File: src/rtl/tdc_stimulus_gen_if.sv
// Purpose : bus bundle between a calibration/self-test controller and the TDC
//           stimulus generator.
// Signals :
//   cfg_valid/cfg_ready       configuration handshake
//   cfg_delay/cfg_gap         start->stop and stop->next-start intervals (cycles)
//   cfg_burst                 number of start/stop pairs (0 means 1)
//   abort                     synchronous cancel of the running burst
//   start/stop                pulses routed to the TDC
//   busy/done/shot_count      status back to the controller
// Modports: master = controller side, slave = generator side.
interface tdc_stimulus_gen_if #(
  parameter int DELAY_W = 16,
  parameter int BURST_W = 8
);
  logic               cfg_valid;
  logic               cfg_ready;
  logic [DELAY_W-1:0] cfg_delay;
  logic [DELAY_W-1:0] cfg_gap;
  logic [BURST_W-1:0] cfg_burst;
  logic               abort;
  logic               start;
  logic               stop;
  logic               busy;
  logic               done;
  logic [BURST_W-1:0] shot_count;

  modport master (
    output cfg_valid, cfg_delay, cfg_gap, cfg_burst, abort,
    input  cfg_ready, start, stop, busy, done, shot_count
  );

  modport slave (
    input  cfg_valid, cfg_delay, cfg_gap, cfg_burst, abort,
    output cfg_ready, start, stop, busy, done, shot_count
  );
endinterface

File: src/rtl/tdc_stimulus_gen.sv
// Purpose : transmitter side of the TDC start/stop interface. Emits a start
//           pulse, then a stop pulse a programmed number of cycles later,
//           optionally repeated as a burst. Used for TDC calibration/self-test.
// Ports   :
//   clk   clock
//   rst   synchronous, active-high reset
//   bus   tdc_stimulus_gen_if.slave (config handshake, abort, start/stop, status)
// Parameters:
//   DELAY_W   width of the interval fields and of the interval counter
//   BURST_W   width of cfg_burst and shot_count
//   PULSE_LEN start/stop high time in cycles
module tdc_stimulus_gen #(
  parameter int DELAY_W   = 16,
  parameter int BURST_W   = 8,
  parameter int PULSE_LEN = 4
) (
  input  logic              clk,
  input  logic              rst,
  tdc_stimulus_gen_if.slave bus
);

  typedef enum logic [2:0] {
    S_IDLE      = 3'd0,
    S_START_HI  = 3'd1,
    S_WAIT_STOP = 3'd2,
    S_STOP_HI   = 3'd3,
    S_GAP       = 3'd4
  } state_t;

  localparam logic [DELAY_W-1:0] PULSE_V  = DELAY_W'(PULSE_LEN);
  // Shortest legal interval: a pulse must have fallen before the other one rises.
  localparam logic [DELAY_W-1:0] MIN_IV   = DELAY_W'(PULSE_LEN + 1);
  localparam logic [DELAY_W-1:0] CNT_ONE  = DELAY_W'(1);
  localparam logic [BURST_W-1:0] SHOT_ONE = BURST_W'(1);
  localparam logic [BURST_W-1:0] SHOT_MAX = {BURST_W{1'b1}};

  function automatic logic [DELAY_W-1:0] clamp_iv(input logic [DELAY_W-1:0] v);
    if (v < MIN_IV) begin
      return MIN_IV;
    end else begin
      return v;
    end
  endfunction

  state_t             state_q, state_d;
  logic [DELAY_W-1:0] cnt_q, cnt_d;
  logic [DELAY_W-1:0] delay_q, delay_d;
  logic [DELAY_W-1:0] gap_q, gap_d;
  logic [BURST_W-1:0] num_q, num_d;
  logic [BURST_W-1:0] shot_q, shot_d;
  logic               start_q, start_d;
  logic               stop_q, stop_d;
  logic               busy_q, busy_d;
  logic               done_q, done_d;

  logic cfg_ready_s;
  logic accept_s;
  logic abort_s;
  logic cnt_pulse_end_s;

  assign cfg_ready_s     = (state_q == S_IDLE) && !bus.abort;
  assign accept_s        = bus.cfg_valid && cfg_ready_s;
  assign abort_s         = bus.abort && busy_q;
  // The counter holds 1 in the cycle after a rise, so it equals PULSE_LEN in
  // the last high cycle of a pulse.
  assign cnt_pulse_end_s = (cnt_q == PULSE_V);

  // State and datapath registers with synchronous reset
  always_ff @(posedge clk) begin
    if (rst) begin
      state_q <= S_IDLE;
      cnt_q   <= '0;
      delay_q <= '0;
      gap_q   <= '0;
      num_q   <= '0;
      shot_q  <= '0;
      start_q <= 1'b0;
      stop_q  <= 1'b0;
      busy_q  <= 1'b0;
      done_q  <= 1'b0;
    end else begin
      state_q <= state_d;
      cnt_q   <= cnt_d;
      delay_q <= delay_d;
      gap_q   <= gap_d;
      num_q   <= num_d;
      shot_q  <= shot_d;
      start_q <= start_d;
      stop_q  <= stop_d;
      busy_q  <= busy_d;
      done_q  <= done_d;
    end
  end

  // Next-state logic
  always_comb begin
    state_d = state_q;
    case (state_q)
      // Accept goes through GAP with the counter preloaded to the gap value,
      // so start rises exactly one edge after the accept edge.
      S_IDLE: begin
        if (accept_s) begin
          state_d = S_GAP;
        end else begin
          state_d = S_IDLE;
        end
      end
      S_START_HI: begin
        if (cnt_pulse_end_s) begin
          state_d = S_WAIT_STOP;
        end else begin
          state_d = S_START_HI;
        end
      end
      S_WAIT_STOP: begin
        if (cnt_q == delay_q) begin
          state_d = S_STOP_HI;
        end else begin
          state_d = S_WAIT_STOP;
        end
      end
      S_STOP_HI: begin
        if (cnt_pulse_end_s) begin
          if (shot_q >= num_q) begin
            state_d = S_IDLE;
          end else begin
            state_d = S_GAP;
          end
        end else begin
          state_d = S_STOP_HI;
        end
      end
      S_GAP: begin
        if (cnt_q == gap_q) begin
          state_d = S_START_HI;
        end else begin
          state_d = S_GAP;
        end
      end
      default: begin
        state_d = S_IDLE;
      end
    endcase
    if (abort_s) begin
      state_d = S_IDLE;
    end else begin
      state_d = state_d;
    end
  end

  // Output and datapath next values
  always_comb begin
    cnt_d   = cnt_q + CNT_ONE;
    delay_d = delay_q;
    gap_d   = gap_q;
    num_d   = num_q;
    shot_d  = shot_q;
    start_d = start_q;
    stop_d  = stop_q;
    busy_d  = busy_q;
    done_d  = 1'b0;
    case (state_q)
      S_IDLE: begin
        cnt_d = cnt_q;
        if (accept_s) begin
          delay_d = clamp_iv(bus.cfg_delay);
          gap_d   = clamp_iv(bus.cfg_gap);
          num_d   = (bus.cfg_burst == '0) ? SHOT_ONE : bus.cfg_burst;
          cnt_d   = clamp_iv(bus.cfg_gap);
          shot_d  = '0;
          busy_d  = 1'b1;
        end else begin
          busy_d  = 1'b0;
        end
      end
      S_START_HI: begin
        if (cnt_pulse_end_s) begin
          start_d = 1'b0;
        end else begin
          start_d = 1'b1;
        end
      end
      S_WAIT_STOP: begin
        if (cnt_q == delay_q) begin
          stop_d = 1'b1;
          cnt_d  = CNT_ONE;
          shot_d = (shot_q == SHOT_MAX) ? SHOT_MAX : (shot_q + SHOT_ONE);
        end else begin
          stop_d = 1'b0;
        end
      end
      S_STOP_HI: begin
        if (cnt_pulse_end_s) begin
          stop_d = 1'b0;
          if (shot_q >= num_q) begin
            busy_d = 1'b0;
            done_d = 1'b1;
          end else begin
            busy_d = 1'b1;
          end
        end else begin
          stop_d = 1'b1;
        end
      end
      S_GAP: begin
        if (cnt_q == gap_q) begin
          start_d = 1'b1;
          cnt_d   = CNT_ONE;
        end else begin
          start_d = 1'b0;
        end
      end
      default: begin
        start_d = 1'b0;
        stop_d  = 1'b0;
        busy_d  = 1'b0;
      end
    endcase
    // Abort drops the pulses immediately; an in-flight start is left orphaned
    // and shot_count keeps the number of stops already issued.
    if (abort_s) begin
      start_d = 1'b0;
      stop_d  = 1'b0;
      busy_d  = 1'b0;
      done_d  = 1'b0;
      shot_d  = shot_q;
    end else begin
      done_d  = done_d;
    end
  end

  assign bus.cfg_ready  = cfg_ready_s;
  assign bus.start      = start_q;
  assign bus.stop       = stop_q;
  assign bus.busy       = busy_q;
  assign bus.done       = done_q;
  assign bus.shot_count = shot_q;

endmodule

File: src/flat_wrapper.sv
// flat-port wrapper written by rule: the top's interface ports become plain ports
module tdc_stimulus_gen_flat 
#(
  parameter int DELAY_W   = 16,
  parameter int BURST_W   = 8,
  parameter int PULSE_LEN = 4
)
  (clk, rst, bus_cfg_valid, bus_cfg_delay, bus_cfg_gap, bus_cfg_burst, bus_abort, bus_cfg_ready, bus_start, bus_stop, bus_busy, bus_done, bus_shot_count);
  tdc_stimulus_gen_if #(.DELAY_W(DELAY_W), .BURST_W(BURST_W)) bus_i ();
  input  logic clk;
  input  logic rst;
  input wire logic [$bits(bus_i.cfg_valid)-1:0] bus_cfg_valid;
  input wire logic [$bits(bus_i.cfg_delay)-1:0] bus_cfg_delay;
  input wire logic [$bits(bus_i.cfg_gap)-1:0] bus_cfg_gap;
  input wire logic [$bits(bus_i.cfg_burst)-1:0] bus_cfg_burst;
  input wire logic [$bits(bus_i.abort)-1:0] bus_abort;
  output wire logic [$bits(bus_i.cfg_ready)-1:0] bus_cfg_ready;
  output wire logic [$bits(bus_i.start)-1:0] bus_start;
  output wire logic [$bits(bus_i.stop)-1:0] bus_stop;
  output wire logic [$bits(bus_i.busy)-1:0] bus_busy;
  output wire logic [$bits(bus_i.done)-1:0] bus_done;
  output wire logic [$bits(bus_i.shot_count)-1:0] bus_shot_count;
  assign bus_i.cfg_valid = bus_cfg_valid;
  assign bus_i.cfg_delay = bus_cfg_delay;
  assign bus_i.cfg_gap = bus_cfg_gap;
  assign bus_i.cfg_burst = bus_cfg_burst;
  assign bus_i.abort = bus_abort;
  assign bus_cfg_ready = bus_i.cfg_ready;
  assign bus_start = bus_i.start;
  assign bus_stop = bus_i.stop;
  assign bus_busy = bus_i.busy;
  assign bus_done = bus_i.done;
  assign bus_shot_count = bus_i.shot_count;
  tdc_stimulus_gen #(.DELAY_W(DELAY_W), .BURST_W(BURST_W), .PULSE_LEN(PULSE_LEN)) u_core (.clk(clk), .rst(rst), .bus(bus_i));
endmodule
File: config.mk
export PLATFORM = sky130hd
export DESIGN_NAME = tdc_stimulus_gen_flat
export DESIGN_NICKNAME = d
export VERILOG_FILES = /design/src/rtl/tdc_stimulus_gen_if.sv /design/src/rtl/tdc_stimulus_gen.sv /design/src/flat_wrapper.sv
export SDC_FILE = /design/constraint.sdc
export NUM_CORES = 1
export LEC_CHECK = 0
export CAP_MARGIN = 20
export CELL_PAD_IN_SITES_DETAIL_PLACEMENT = 0
export CELL_PAD_IN_SITES_GLOBAL_PLACEMENT = 1
export CORE_ASPECT_RATIO = 0.8
export CORE_MARGIN = 8
export CORE_UTILIZATION = 37
export DETAILED_ROUTE_END_ITERATION = 8
export HOLD_SLACK_MARGIN = 0.03
export MAX_ROUTING_LAYER = met4
export PLACE_DENSITY = 0.86
export RECOVER_POWER = 25
export SYNTH_ARGS = -nofsm -noshare
export SYNTH_HDL_FRONTEND = slang
export SYNTH_SLANG_ARGS = --single-unit
File: constraint.sdc
create_clock -name clk -period 1.85 [get_ports clk]
set_input_delay 0.555 -clock clk [delete_from_list [all_inputs] [get_ports clk]]
set_output_delay 0.555 -clock clk [all_outputs]
set_load 0.1 [all_outputs]
==> reports/qor.txt, run 1 <==
routed length on met2: 6.736 mm
final hold vios: 0
Final Max Tran Viols: 0
Skew-Pair Late Insertion Delay: 0.34 ns
hpwl dp: 10.46 mm
area delta synth->final: 55.62%
vias per inst: 5.570
Die Y: 110.9 µm
pwr dens: 747.8 nW/µm²
CTS tree: yes
CP max FO: 2
first-pass GRT wire length: 22.41 mm
Yosys reg bits: 71
outcome: finished, violations left
f_max: 501.4 MHz
Ys Warns: 0
CTS Buffer Depth: 2
Leakage: 2.474 nW
vias in the first global route: 4,283
Top FF cell, synth: dfxtp_1
post-synthesis sequential area ratio: 34.11%
Rel. slew slack: 63.52%
CTS Buf Count: 9
Synth top cells by count: 84 x nand2_1, 71 x dfxtp_1, 54 x a21oi_1
largest net degree at the start of global routing: 26
die width: 134.6 µm
Startpoint Class: register
pre-CTS WS: -0.4984 ns
Tmin final: 1.995 ns
routed vias: 4,473
gpl congestion: 0.9221
area of the die: 14,930 µm²
Initial Utilization: 38.11%
ys async rst share: 0%
Min Hold Slack: 0.4595 ns
Routed WL per cell: 18.35 µm
EDFF count, synth: 0
Worst-Margin Slew: 0.5495 ns
Antenna diodes: 0
RSZ-0062 raised after global routing: true
drt drc: 0
Final ANT Viol Nets: 0
initial antenna violation count: 0
main area contributors after synthesis: dfxtp_1 34%, nand2_1 7.6%, a21oi_1 6.5%
final critical-path share of the clock period: 107.8%
Core Rows: 34
mean post-synth cell area: 8.218 µm²
# setup viols final: 19
Post-Syn Area: 4166 µm²
required time of the critical path: 1.29 ns
clk sinks: 71
DR pass1 iterations: 5
CP endpoint kind: output pin
Fill cells: 923
max_cap viols: 0
Metal-1 WL: 6.744 mm
Yosys top cell by area: dfxtp_1
DP Area: 5664 µm²
critical setup path kind: register to output pin
placeable core region: 10,930 µm²
total track usage: 19.09%
Max Used Layer: met4
VDD IR max: 0.4620 mV
Net Count, Synth: 562
H-tree levels: 3
met3 routed wirelength: 912 µm
post-synthesis instance total: 507
class of the worst hold path: register to register
root buffer cell: clkbuf_16
Worst EP arrival: 1.44 ns
area of the multi-input gates: 2855 µm²
most common cell in the synthesized netlist: nand2_1
post-route cell area: 6484 µm²
setup TNS: -0.7579 ns
clock skew: 0.008246 ns
count of input and output buffers: 56
I/O pin count: 57
DRT Wirelength: 14.74 mm
drt first-iter violations: 297
failing checks: negative setup slack
Worst-path clk slew: 0.05 ns
Layout Nets: 711
final worst slack: -0.1446 ns
Yosys cell types: 63
layout cell share with drive strength beyond 1: 37.33%
grt total ovfl: 0
share of the synthesized area in the top cell type: 34.11%
Reg area: 1460 µm²
-- state kept, by name (all words and copies together) (netlist names) --
name                   count
u_core.bus.busy            1
u_core.bus.done            1
u_core.bus.shot_count      8
u_core.bus.start           1
u_core.bus.stop            1
u_core.cnt_q              16
u_core.delay_q            16
u_core.gap_q              16
u_core.num_q               8
u_core.state_q             3
-- where the power goes --
part | internal [mW] | switching, mW | total [mW]
combinational | 0.756 | 0.851 | 1.61
sequential | 1.63 | 0.0959 | 1.72
clock | 0.888 | 0.632 | 1.52
-- routing by layer --
metal,up-vias,track usage [%]
li1,2132,-
met1,2154,25.81
met2,157,27.68
met3,30,4.529
met4,0,5.078
met5,-,-
-- logic make-up (layout without fill, tap and decap cells) --
logic type	count (synthesis)	after routing	synth area share, %
and+or+nand+nor	175	175	22.70
DFF	71	71	34.11
xor gates and xnor gates	39	39	8.379
adders and majority gates	11	11	3.303
AOI/OAI and AO/OA	151	151	24.20
buffers and inverters	60	212	7.297
-- final cells by class --
class | instances | area share [%]
clock buffers | 12 | 3.647
well taps | 144 | 2.779
multi-input cells | 376 | 44.04
clock inverters | 2 | 0.1544
repair buffers | 177 | 25.65
flip-flops and latches | 71 | 22.52
inverters | 21 | 1.216
-- critical path, stage by stage (launching register included) --
cell     delay, ns
dfxtp_1       0.31
or3_1         0.38
buf_6         0.14
nor2_4        0.10
buf_12        0.18
-- worst paths after layout --
path	from	to	slack, ns	cells after the start
worst max-delay path	u_core.state_q[2]$_SDFF_PP0_	bus_cfg_ready	-0.14	4
worst min-delay path	u_core.num_q[1]$_SDFFE_PP0P_	u_core.num_q[1]$_SDFFE_PP0P_	0.46	2
worst max register to register	u_core.state_q[2]$_SDFF_PP0_	u_core.cnt_q[7]$_SDFFE_PP0P_	-0.10	9
worst min register to register	u_core.num_q[1]$_SDFFE_PP0P_	u_core.num_q[1]$_SDFFE_PP0P_	0.46	2
-- stage by stage --
step | util, % | std cells | total power, mW
5_1_grt | 59.30 | 803 | 5.048
6_report | 59.30 | 803 | 4.849
3_3_place_gp | 51.81 | 770 | 3.060
4_1_cts | 55.47 | 792 | 4.665
3_5_place_dp | 51.81 | 770 | 3.085
2_1_floorplan | - | 507 | 2.473
-- timing repair --
| action | in CTS | in global routing |
|---|---|---|
| resized for setup | 23 | 101 |
| pin swaps | 11 | 43 |
| buffers inserted | 8 | 11 |
| hold buffers | 0 | 0 |
| setup endpoints to repair | 29 | 50 |
| cloned | 1 | 1 |
-- cells in the final DEF, fill, tap and decap left out, drive strengths merged, types with 3 or more instances in the layout --
cell type	count
a221oi	4
buf	129
a31o	4
and4	6
o31ai	5
nand4	11
or3	7
dfxtp	71
ha	11
a22oi	3
nor4	15
a21o	7
a211oi	7
nand2	84
o21ai	22
clkbuf	18
a41oi	7
a21oi	54
xor2	20
o211ai	4
inv	21
a311oi	5
clkdlybuf4s50	40
o21a	5
a31oi	6
nor2	20
nor3	8
nand3	10
xnor2	19
(Power assumes the default switching activity.)
==> run 2: changes to the inputs <==
--- a/config.mk
+++ b/config.mk
@@ -10,10 +10,10 @@
 export CELL_PAD_IN_SITES_GLOBAL_PLACEMENT = 1
 export CORE_ASPECT_RATIO = 0.8
 export CORE_MARGIN = 8
-export CORE_UTILIZATION = 37
+export CORE_UTILIZATION = 43
 export DETAILED_ROUTE_END_ITERATION = 8
+export DONT_BUFFER_PORTS = 1
 export HOLD_SLACK_MARGIN = 0.03
-export MAX_ROUTING_LAYER = met4
 export PLACE_DENSITY = 0.86
 export RECOVER_POWER = 25
 export SYNTH_ARGS = -nofsm -noshare
==> run 2 against run 1 <==
The run still ends with negative setup slack left. First-iteration DRC count rose by 44%. Total power rose by 5.1%. Final cell count fell by 16%. Clock power rose by 41%. Maximum frequency rose by 2.6%. Clock skew rose by 0.0011 ns. Sequential share of layout area rose by 5.1 points. Die area fell by 12%. Count of clock-buffer cells in the layout fell by 3. Setup slack improved by 0.050 ns. Sequential power barely moved.
==> reports/qor.txt, run 2 (synthesized netlist as in run 1, its figures left out) <==
pwr dens: 956.0 nW/µm² (+28%)
Layout Nets: 608 (-14%)
FF-to-FF Start: u_core.state_q[2]$_SDFF_PP0_
most frequent cells in the layout: 81 x nand2_1, 52 x a21oi_1, 52 x buf_4, 46 x dfxtp_1, 19 x xor2_1
outcome: finished, violations left
Rel. slew slack: 60.14% (-3.4 points)
Clock power frac: 42.0% (+11 points)
Switch Pwr: 1.502 mW (-4.9%)
Leakage: 1.995 nW (-19%)
reg-to-reg endpoint: u_core.cnt_q[11]$_SDFFE_PP0P_
Core Rows: 32 (-5.9%)
class of the worst hold path: primary input to register
largest net degree at the start of global routing: 58 (+120%)
Worst R2R Setup Slack: -0.02 ns (+0.08 ns)
CTS tree: yes
sequential fraction of design power: 33.7% (-1.8 points)
CP max FO: 2 (unchanged)
Tmin final: 1.945 ns (-0.04965 ns)
final critical-path share of the clock period: 105.1% (-2.7 points)
DRT Wirelength: 13.52 mm (-8.3%)
Skew-Pair Late Insertion Delay: 0.34 ns (about the same)
routed vias: 4,101 (-8.3%)
Max Used Layer: met4
hold path start: rst
Inst Count DP: 648 (-16%)
first-pass GRT wire length: 21.27 mm (-5.1%)
layout cell share with drive strength beyond 1: 29.03% (-8.3 points)
final hold vios: 0 (unchanged)
grt total ovfl: 0 (unchanged)
required time of the critical path: 1.29 ns (about the same)
hpwl dp: 9.242 mm (-12%)
area of the die: 13,120 µm² (-12%)
routed length on met2: 6.047 mm (-10%)
DR pass1 iterations: 5 (unchanged)
Worst-Margin Slew: 0.5979 ns (+0.04835 ns)
area of the multi-input gates: 2620 µm² (-8.2%)
initial antenna violation count: 0 (unchanged)
I/O pin count: 57 (unchanged)
vias in the first global route: 3,927 (-8.3%)
Largest regs: u_core.cnt_q x16, u_core.delay_q x16, u_core.gap_q x16
total power: 5.094 mW (+5.1%)
failing checks: negative setup slack
total track usage: 20.29% (+1.2 points)
VDD IR max: 0.6221 mV (+35%)
H-tree levels: 3 (unchanged)
clock skew: 0.009363 ns (+0.001118 ns)
f_max: 514.2 MHz (+2.6%)
Core Util, Final: 55.92% (-3.4 points)
Fill cells: 845 (-8.5%)
Int Pwr: 3.592 mW (+9.9%)
die width: 126.1 µm (-6.4%)
hold endpoint: u_core.num_q[5]$_SDFFE_PP0P_
Hold Path Stages: 1 (-1)
Final ANT Viol Nets: 0 (unchanged)
vias per inst: 6.058 (+8.7%)
drt drc: 0 (unchanged)
critical setup path kind: register to output pin
CTS Buffer Depth: 2 (unchanged)
drt first-iter violations: 428 (+44%)
final worst slack: -0.09495 ns (+0.04965 ns)
Hold Buf Count CTS: 0 (unchanged)
Initial Utilization: 43.72% (+5.6 points)
met3 routed wirelength: 1.348 mm (+48%)
area delta synth->final: 27.90%
most common cell after layout, fill and taps aside: nand2_1
CTS Buf Count: 9 (unchanged)
Final Instance Count excl. Fillers: 677 (-16%)
switch share: 29.48% (-3.1 points)
Reg area: 1473 µm² (+0.86%)
Min Hold Slack: 0.2846 ns (-0.1749 ns)
clk sinks: 71 (unchanged)
Final Max Tran Viols: 0 (unchanged)
# setup viols final: 5 (-14)
Gate power share: 24.2% (-8.9 points)
RSZ-0062 raised after global routing: true
Startpoint Class: register
Routed WL per cell: 19.97 µm (+8.8%)
Die Y: 104.0 µm (-6.2%)
placeable core region: 9529 µm² (-13%)
gpl congestion: 0.8851 (-4.0%)
Metal-1 WL: 5.878 mm (-13%)
max_cap viols: 0 (unchanged)
Worst EP arrival: 1.39 ns (-0.05 ns)
CP endpoint kind: output pin
count of input and output buffers: 0 (-100%)
Worst R2R Path Depth: 8 (-1)
Worst-path clk slew: 0.06 ns (about the same)
root buffer cell: clkbuf_16
Antenna diodes: 0 (unchanged)
==> run 2: changes by cell type in the layout (fill, tap and decap cells not counted), moves of 7 or more <==
cell	before	now
dfxtp_1	54	46
nand2_1	74	81
dfxtp_2	10	17
clkdlybuf4s50_1	40	0
buf_12	12	4
buf_4	101	52
a21oi_1	44	52
a21oi_2	9	2
==> run 2: worst max-delay path, stage by stage (launching register included) <==
cell and delay [ns]:
dfxtp_2 0.33, or3_4 0.40, nor2_4 0.13, buf_12 0.18
==> run 2: worst max path at each step <==
stage                                 startpoint  cells after the start                                     to
floorplan           u_core.state_q[0]$_SDFF_PP0_                      4                          bus_cfg_ready
global placement    u_core.cnt_q[5]$_SDFFE_PP0P_                      6  u_core.bus.shot_count[0]$_SDFFE_PP0P_
detailed placement  u_core.cnt_q[5]$_SDFFE_PP0P_                      6  u_core.bus.shot_count[1]$_SDFFE_PP0P_
CTS                 u_core.state_q[2]$_SDFF_PP0_                      4                          bus_cfg_ready
global route        u_core.state_q[2]$_SDFF_PP0_                      3                          bus_cfg_ready
finish              u_core.state_q[2]$_SDFF_PP0_                      3                          bus_cfg_ready
==> run 2: per-layer routing <==
metal | GRT usage, % | vias to the layer above
li1 | - | 1933
met1 | 26.29 | 1949
met2 | 30.60 | 196
met3 | 8.043 | 23
met4 | 5.227 | 0
met5 | 0 | -
==> run 2: repair_timing <==
item / 4_1_cts / 5_1_grt
endpoints found under the hold margin: 0 / 0
gates cloned: 4 / 0
pin swaps: 7 / 18
buffers inserted: 4 / 6
gates resized for setup: 25 / 42
endpoints found under the setup margin: 24 / 58
==> run 2: area by class of cell <==
class / count / share of cell area, %
tap: 119 / 2.794
sequential: 71 / 27.64
timing repair buffer: 73 / 12.16
multi-input combinational: 377 / 49.17
inverter: 21 / 1.479
clock buffer: 9 / 4.226
clock inverter: 7 / 2.536
==> run 2: metrics by stage <==
stage / instance area [µm²] / setup TNS (ns) / setup slack, ns
after CTS: 5154 / -0.9933 / -0.1503
after detailed placement: 4627 / -0.6106 / -0.07149
after global routing: 5329 / -1.095 / -0.1234
final: 5329 / -0.1385 / -0.09495
after floorplan: 4197 / -0.1307 / -0.1307
after global placement: 4627 / -0.2219 / -0.04604
==> run 2: power by group through the flow <==
stage	registers [mW]	clock network (mW)	logic, mW
finish	1.72	2.14	1.23
floorplan	1.76	0	0.710
global route	1.73	2.24	1.32
CTS	1.72	2.15	1.13
global placement	1.74	0	1.03
detailed placement	1.75	0	1.04
